<file path="src/rtl/pmc_counter_bank.sv">
// rtl/pmc_counter_bank.sv - parametrised performance-monitoring counter bank with shadows, overflow and read-back
module pmc_counter_bank #(
    parameter int NUM_COUNTERS = 4,
    parameter int NUM_EVENTS   = 8,
    parameter int COUNTER_W    = 32,
    localparam int ES_W        = $clog2(NUM_EVENTS),
    localparam int IDX_W       = $clog2(NUM_COUNTERS + 1)
) (
    input  logic                    clk,
    input  logic                    reset,
    input  logic                    pmc_en,
    input  logic [NUM_EVENTS-1:0]   events,
    input  logic                    clr,
    input  logic                    snap,
    input  logic                    cfg_we,
    input  logic [IDX_W-1:0]        cfg_idx,
    input  logic [ES_W-1:0]         cfg_event,
    input  logic                    cfg_en,
    input  logic                    cfg_sat,
    input  logic                    rd_en,
    input  logic [IDX_W-1:0]        rd_idx,
    output logic [COUNTER_W-1:0]    rd_data,
    output logic                    rd_valid,
    output logic [NUM_COUNTERS:0]   ovf,
    output logic                    irq
);

    // Slot NUM_COUNTERS holds the free-running cycle counter alongside the programmable ones.
    localparam int NSLOT = NUM_COUNTERS + 1;
    localparam int CYC   = NUM_COUNTERS;
    // Event vector padded to the full select range so out-of-range selects read a constant 0.
    localparam int EV_PAD = 1 << ES_W;
    localparam logic [COUNTER_W-1:0] ALL_ONES = '1;

    logic [COUNTER_W-1:0] cnt_q [NSLOT];
    logic [COUNTER_W-1:0] cnt_d [NSLOT];
    logic [COUNTER_W-1:0] shd_q [NSLOT];
    logic [COUNTER_W-1:0] shd_d [NSLOT];
    logic [NSLOT-1:0]     ovf_q, ovf_d;
    logic                 irq_q, irq_d;
    logic [COUNTER_W-1:0] rd_data_q, rd_data_d;
    logic                 rd_valid_q, rd_valid_d;
    logic [ES_W-1:0]      sel_q [NUM_COUNTERS];
    logic [ES_W-1:0]      sel_d [NUM_COUNTERS];
    logic [NUM_COUNTERS-1:0] en_q, en_d, sat_q, sat_d;

    logic [EV_PAD-1:0]    ev_pad;
    logic [NSLOT-1:0]     inc;
    logic [NSLOT-1:0]     sat_mode;
    logic [COUNTER_W-1:0] rd_sel;

    // Per-slot increment requests, using the configuration registered before this edge.
    always_comb begin
        ev_pad   = EV_PAD'(events);
        inc      = '0;
        sat_mode = '0;
        for (int k = 0; k < NUM_COUNTERS; k++) begin
            inc[k]      = pmc_en & en_q[k] & ev_pad[sel_q[k]];
            sat_mode[k] = sat_q[k];
        end
        inc[CYC] = pmc_en;
    end

    // Live counter and sticky overflow update; clr wins over any same-cycle increment.
    always_comb begin
        ovf_d = ovf_q;
        for (int i = 0; i < NSLOT; i++) begin
            cnt_d[i] = cnt_q[i];
            if (clr) begin
                cnt_d[i] = '0;
            end else if (inc[i]) begin
                if (cnt_q[i] == ALL_ONES) begin
                    ovf_d[i] = 1'b1;
                    cnt_d[i] = sat_mode[i] ? ALL_ONES : '0;
                end else begin
                    cnt_d[i] = cnt_q[i] + COUNTER_W'(1);
                end
            end
        end
        if (clr) begin
            ovf_d = '0;
        end
    end

    // Shadows capture pre-edge live values; irq follows ovf by one cycle.
    always_comb begin
        for (int i = 0; i < NSLOT; i++) begin
            shd_d[i] = snap ? cnt_q[i] : shd_q[i];
        end
        irq_d = |ovf_q;
    end

    // Configuration writes; an index with no matching counter updates nothing.
    always_comb begin
        en_d  = en_q;
        sat_d = sat_q;
        for (int k = 0; k < NUM_COUNTERS; k++) begin
            sel_d[k] = sel_q[k];
            if (cfg_we && (cfg_idx == IDX_W'(k))) begin
                sel_d[k] = cfg_event;
                en_d[k]  = cfg_en;
                sat_d[k] = cfg_sat;
            end
        end
    end

    // Registered read port returning the pre-snap shadow; unmapped indices return 0.
    always_comb begin
        rd_sel = '0;
        for (int i = 0; i < NSLOT; i++) begin
            if (rd_idx == IDX_W'(i)) begin
                rd_sel = shd_q[i];
            end
        end
        rd_valid_d = rd_en;
        rd_data_d  = rd_en ? rd_sel : rd_data_q;
    end

    // State registers with asynchronous active-high reset.
    always_ff @(posedge clk or posedge reset) begin
        if (reset) begin
            for (int i = 0; i < NSLOT; i++) begin
                cnt_q[i] <= '0;
                shd_q[i] <= '0;
            end
            for (int k = 0; k < NUM_COUNTERS; k++) begin
                sel_q[k] <= '0;
            end
            en_q       <= '0;
            sat_q      <= '0;
            ovf_q      <= '0;
            irq_q      <= 1'b0;
            rd_data_q  <= '0;
            rd_valid_q <= 1'b0;
        end else begin
            for (int i = 0; i < NSLOT; i++) begin
                cnt_q[i] <= cnt_d[i];
                shd_q[i] <= shd_d[i];
            end
            for (int k = 0; k < NUM_COUNTERS; k++) begin
                sel_q[k] <= sel_d[k];
            end
            en_q       <= en_d;
            sat_q      <= sat_d;
            ovf_q      <= ovf_d;
            irq_q      <= irq_d;
            rd_data_q  <= rd_data_d;
            rd_valid_q <= rd_valid_d;
        end
    end

    assign rd_data  = rd_data_q;
    assign rd_valid = rd_valid_q;
    assign ovf      = ovf_q;
    assign irq      = irq_q;

endmodule

</file>
<file path="config.mk">
export PLATFORM = sky130hd
export DESIGN_NAME = pmc_counter_bank
export DESIGN_NICKNAME = d
export VERILOG_FILES = /design/src/rtl/pmc_counter_bank.sv
export SDC_FILE = /design/constraint.sdc
export NUM_CORES = 1
export LEC_CHECK = 0
export BUFFER_PORTS_ARGS = -buffer_cell sky130_fd_sc_hd__clkbuf_2
export CAP_MARGIN = 30
export CORE_UTILIZATION = 47
export CTS_BUF_LIST = sky130_fd_sc_hd__clkbuf_4 sky130_fd_sc_hd__clkbuf_8
export DETAILED_ROUTE_END_ITERATION = 8
export HOLD_SLACK_MARGIN = 0.03
export PLACE_DENSITY = 0.67
export SLEW_MARGIN = 15
export SYNTH_ARGS = -nofsm -noshare
export SYNTH_HDL_FRONTEND = slang
export SYNTH_SLANG_ARGS = --single-unit
</file>
<file path="constraint.sdc">
create_clock -name clk -period 21.9 [get_ports clk]
set_clock_uncertainty 0.05 [all_clocks]
set_input_delay 6.57 -clock clk [delete_from_list [all_inputs] [get_ports clk]]
set_output_delay 6.57 -clock clk [all_outputs]
set_load 0.02 [all_outputs]
</file>
==> reports/qor.txt <==
Root Driver - clkbuf_8
Die extent in x - 202.4 um
Dominant register cell in the synthesized netlist - dfrtp_1
I/O pin cnt - 65
Instance count of the mapped netlist - 1,800
Met2 routed wirelength - 23.51 mm
Count of nets left with antenna violations after detail routing - 0
Maximum operating frequency - 114.0 MHz
Result of the run - finished, final reports clean
Initial antenna violation count - 2
Number of antenna repair diodes - 0
Final setup vio count - 0
Pin count of the biggest net entering global routing - 178
Post-synthesis average cell area - 10.49 um^2
Worst hold path type - register to register
Vias in the first global route - 14,188
Total congestion overflow - 0
Most frequently used cell type in the post-synthesis netlist - dfrtp_1
Proportion of netlist area held by the largest area contributor - 50.25%
Synth warnings - 0
Hold-fix buffer count after cts - 0
Wirelength, routed - 51.44 mm
CTS tree - done
Avg Vias per Cell - 6.143
Area contributors post-synth - dfrtp_1, mux2_2, nand3_1
Floorplan Core Area - 0.03964 mm^2
Fill cell count - 3,548
Unrepaired setup endpoints after global routing - false
Final cycle utilization of the critical path - 40.06%
Vertical extent of the die - 202.4 um
Skew-Pair Late Insertion Delay - 0.63 ns
Max H-tree Level - 3
Worst-path fanout max - 35
Sequential share of the synthesized area - 50.25%
Setup crit start - clr
Initial core utilization - 47.61%
I/O Buffers - 64
Post-synth cell types - 74
Share of synthesized registers carrying an async set or reset - 100.0%
Post-Route Utilization - 53.22%
Peak supply drop - 0.03589 mV
Count of vias placed by the detailed router - 14,910
Routed wirelength normalized by instance count - 21.20 um
Wire length the detailed router placed on met1 - 22.90 mm
Detailed-routed wire length on met3 - 3.318 mm
Slew Limit Headroom - 28.19%
Routability cong. - 0.8993
Post-synth top area cell - dfrtp_1
Net count after synthesis - 1,831
Number of rows in the core area - 73
Final max-slew violation count - 0
Data arrival time of the critical path - 9.27 ns
Leakage dissipation - 9.584 nW
Clock slew at reported path FFs - 0.06 ns
Count of flip-flops with a built-in enable after synthesis - 0
Uppermost layer routed - met5
Start point of the worst hold path - rd_data[5]
Power density over the cells - 73.84 mW/mm^2
Kind of start point of the critical path - primary input
Max Cap Violations - 0
Number of sinks handled by clock tree synthesis - 379
Cell area after technology mapping - 0.01887 mm^2
Cells resized by post-CTS repair - 0
Share of layout cells above drive strength 1 - 23.03%
Number of register bits inferred by synthesis - 379
Overall die area - 0.04096 mm^2
Placed wire-length estimate after detailed placement - 35.66 mm
Worst Max-Slew Pin Slew - 1.077 ns
Top post-synthesis cells by count - dfrtp_1, mux2_2, nand2_1
Overall track demand over capacity in global routing - 25.58%
Endpoint required time on the critical path - 22.40 ns
Number of nets at the end of the flow - 1,887
Worst reg2reg startpoint - cnt_q[64]
Count of endpoints failing hold in the final timing report - 0
Synthesis-to-finish area growth - 11.77%
Global-route wire length before repair - 81.95 mm
Total Neg Setup Slack - 0 ns
Type of the worst setup path - primary input to register
Category of the worst setup path capture point - register
Number of optimization iterations in the first detailed-route pass - 7
Detailed Route Iter0 Violations - 1,324
Residual DRC count - 0
Number of buffers on the longest clock path - 3
Number of buffers inserted by post-CTS setup repair - 0
Tmin final - 8.774 ns
Clock buffers created by TritonCTS - 67
## worst paths after layout
kind,slack [ns],endpoint,cells past startpoint
max,13.13,cnt_q[62],8
min,0.42,rd_data[5],1
max reg2reg,18.32,cnt_q[90],7
min reg2reg,0.42,rd_data[5],1
max in group asynchronous,13.53,shd_q[113],5
min in group asynchronous,6.07,rd_data[10],2
## flip-flops by register name (all words and copies together), names as in the netlist
name / count
cnt_q: 160
en_q: 4
irq: 1
ovf: 5
rd_data: 32
rd_valid: 1
sat_q: 4
sel_q: 12
shd_q: 160
## stage by stage
step,hold WS (ns),std cells,total power [mW],setup slack (ns),cell area [um^2]
after CTS,0.4292,2422,1.570,13.22,21040
after detailed placement,0.4164,2307,0.8798,12.55,19640
after global placement,0.4158,2302,0.8748,12.56,19560
final,0.4244,2427,1.558,13.13,21100
after global routing,0.4390,2427,1.614,13.00,21100
after floorplan,0.4228,1800,0.8377,4.751,18870
## area by class of cell
type                    instances  area [um^2]  share of cell area [%]
flip-flops and latches        379         9484                   44.96
clock inverters                13        131.4                  0.6228
inverters                      31        123.9                  0.5872
repair buffers                 90        595.6                   2.823
well taps                     525        656.9                   3.114
clock buffers                 102         1266                   6.002
multi-input cells            1287         8837                   41.89
## worst max-delay path, stage by stage
cell and delay (ns):
clkbuf_2 0.08, buf_4 0.24, clkinv_1 0.27, nand2_1 0.29
or4_1 0.72, a21oi_4 0.74, o31ai_1 0.18, a21oi_1 0.18
## cell usage in the layout (no fill, tap or decap), types with 6 or more instances in the layout
master	instances
inv_1	29
mux2i_1	22
and3_1	24
nor2b_1	22
o211ai_1	15
or3_1	12
nand2_1	149
xor2_1	21
nor4_1	14
nand2b_1	6
nor2_1	122
a22oi_1	18
mux2_2	189
clkbuf_2	65
and2_1	12
o21a_1	19
mux4_2	20
clkbuf_4	22
nand3_1	124
clkinv_2	6
o21ai_0	122
o221ai_1	13
o22ai_1	7
dfrtp_1	379
or2_2	9
clkbuf_8	80
xnor2_1	6
a22o_1	36
nor3_1	28
a31oi_1	11
and4_1	13
a21oi_1	97
nand4_1	54
buf_4	16
a21o_1	33
## power breakdown
group	leakage (nW)	switching (mW)	internal (mW)
clock	0.742	0.297	0.393
combinational	3.64	0.0817	0.0479
sequential	5.20	0.0206	0.718
## per-layer routing
layer / GRT usage [%] / vias to the layer above
li1: - / 6767
met1: 36.38 / 7522
met2: 38.66 / 519
met3: 4.660 / 100
met4: 10.26 / 2
met5: 0 / -
## cell families (layout without fill, tap and decap cells)
kind of cell,after synthesis,count (layout),synth area share (%)
adders and majority gates,5,5,0.3315
DFF,379,379,50.25
muxes,232,232,14.97
xor gates and xnor gates,27,27,1.253
and+or+nand+nor,617,617,16.53
buffers and inverters,134,236,2.937
AOI/OAI and AO/OA,406,406,13.73
Power figures use the tool's default switching activity.
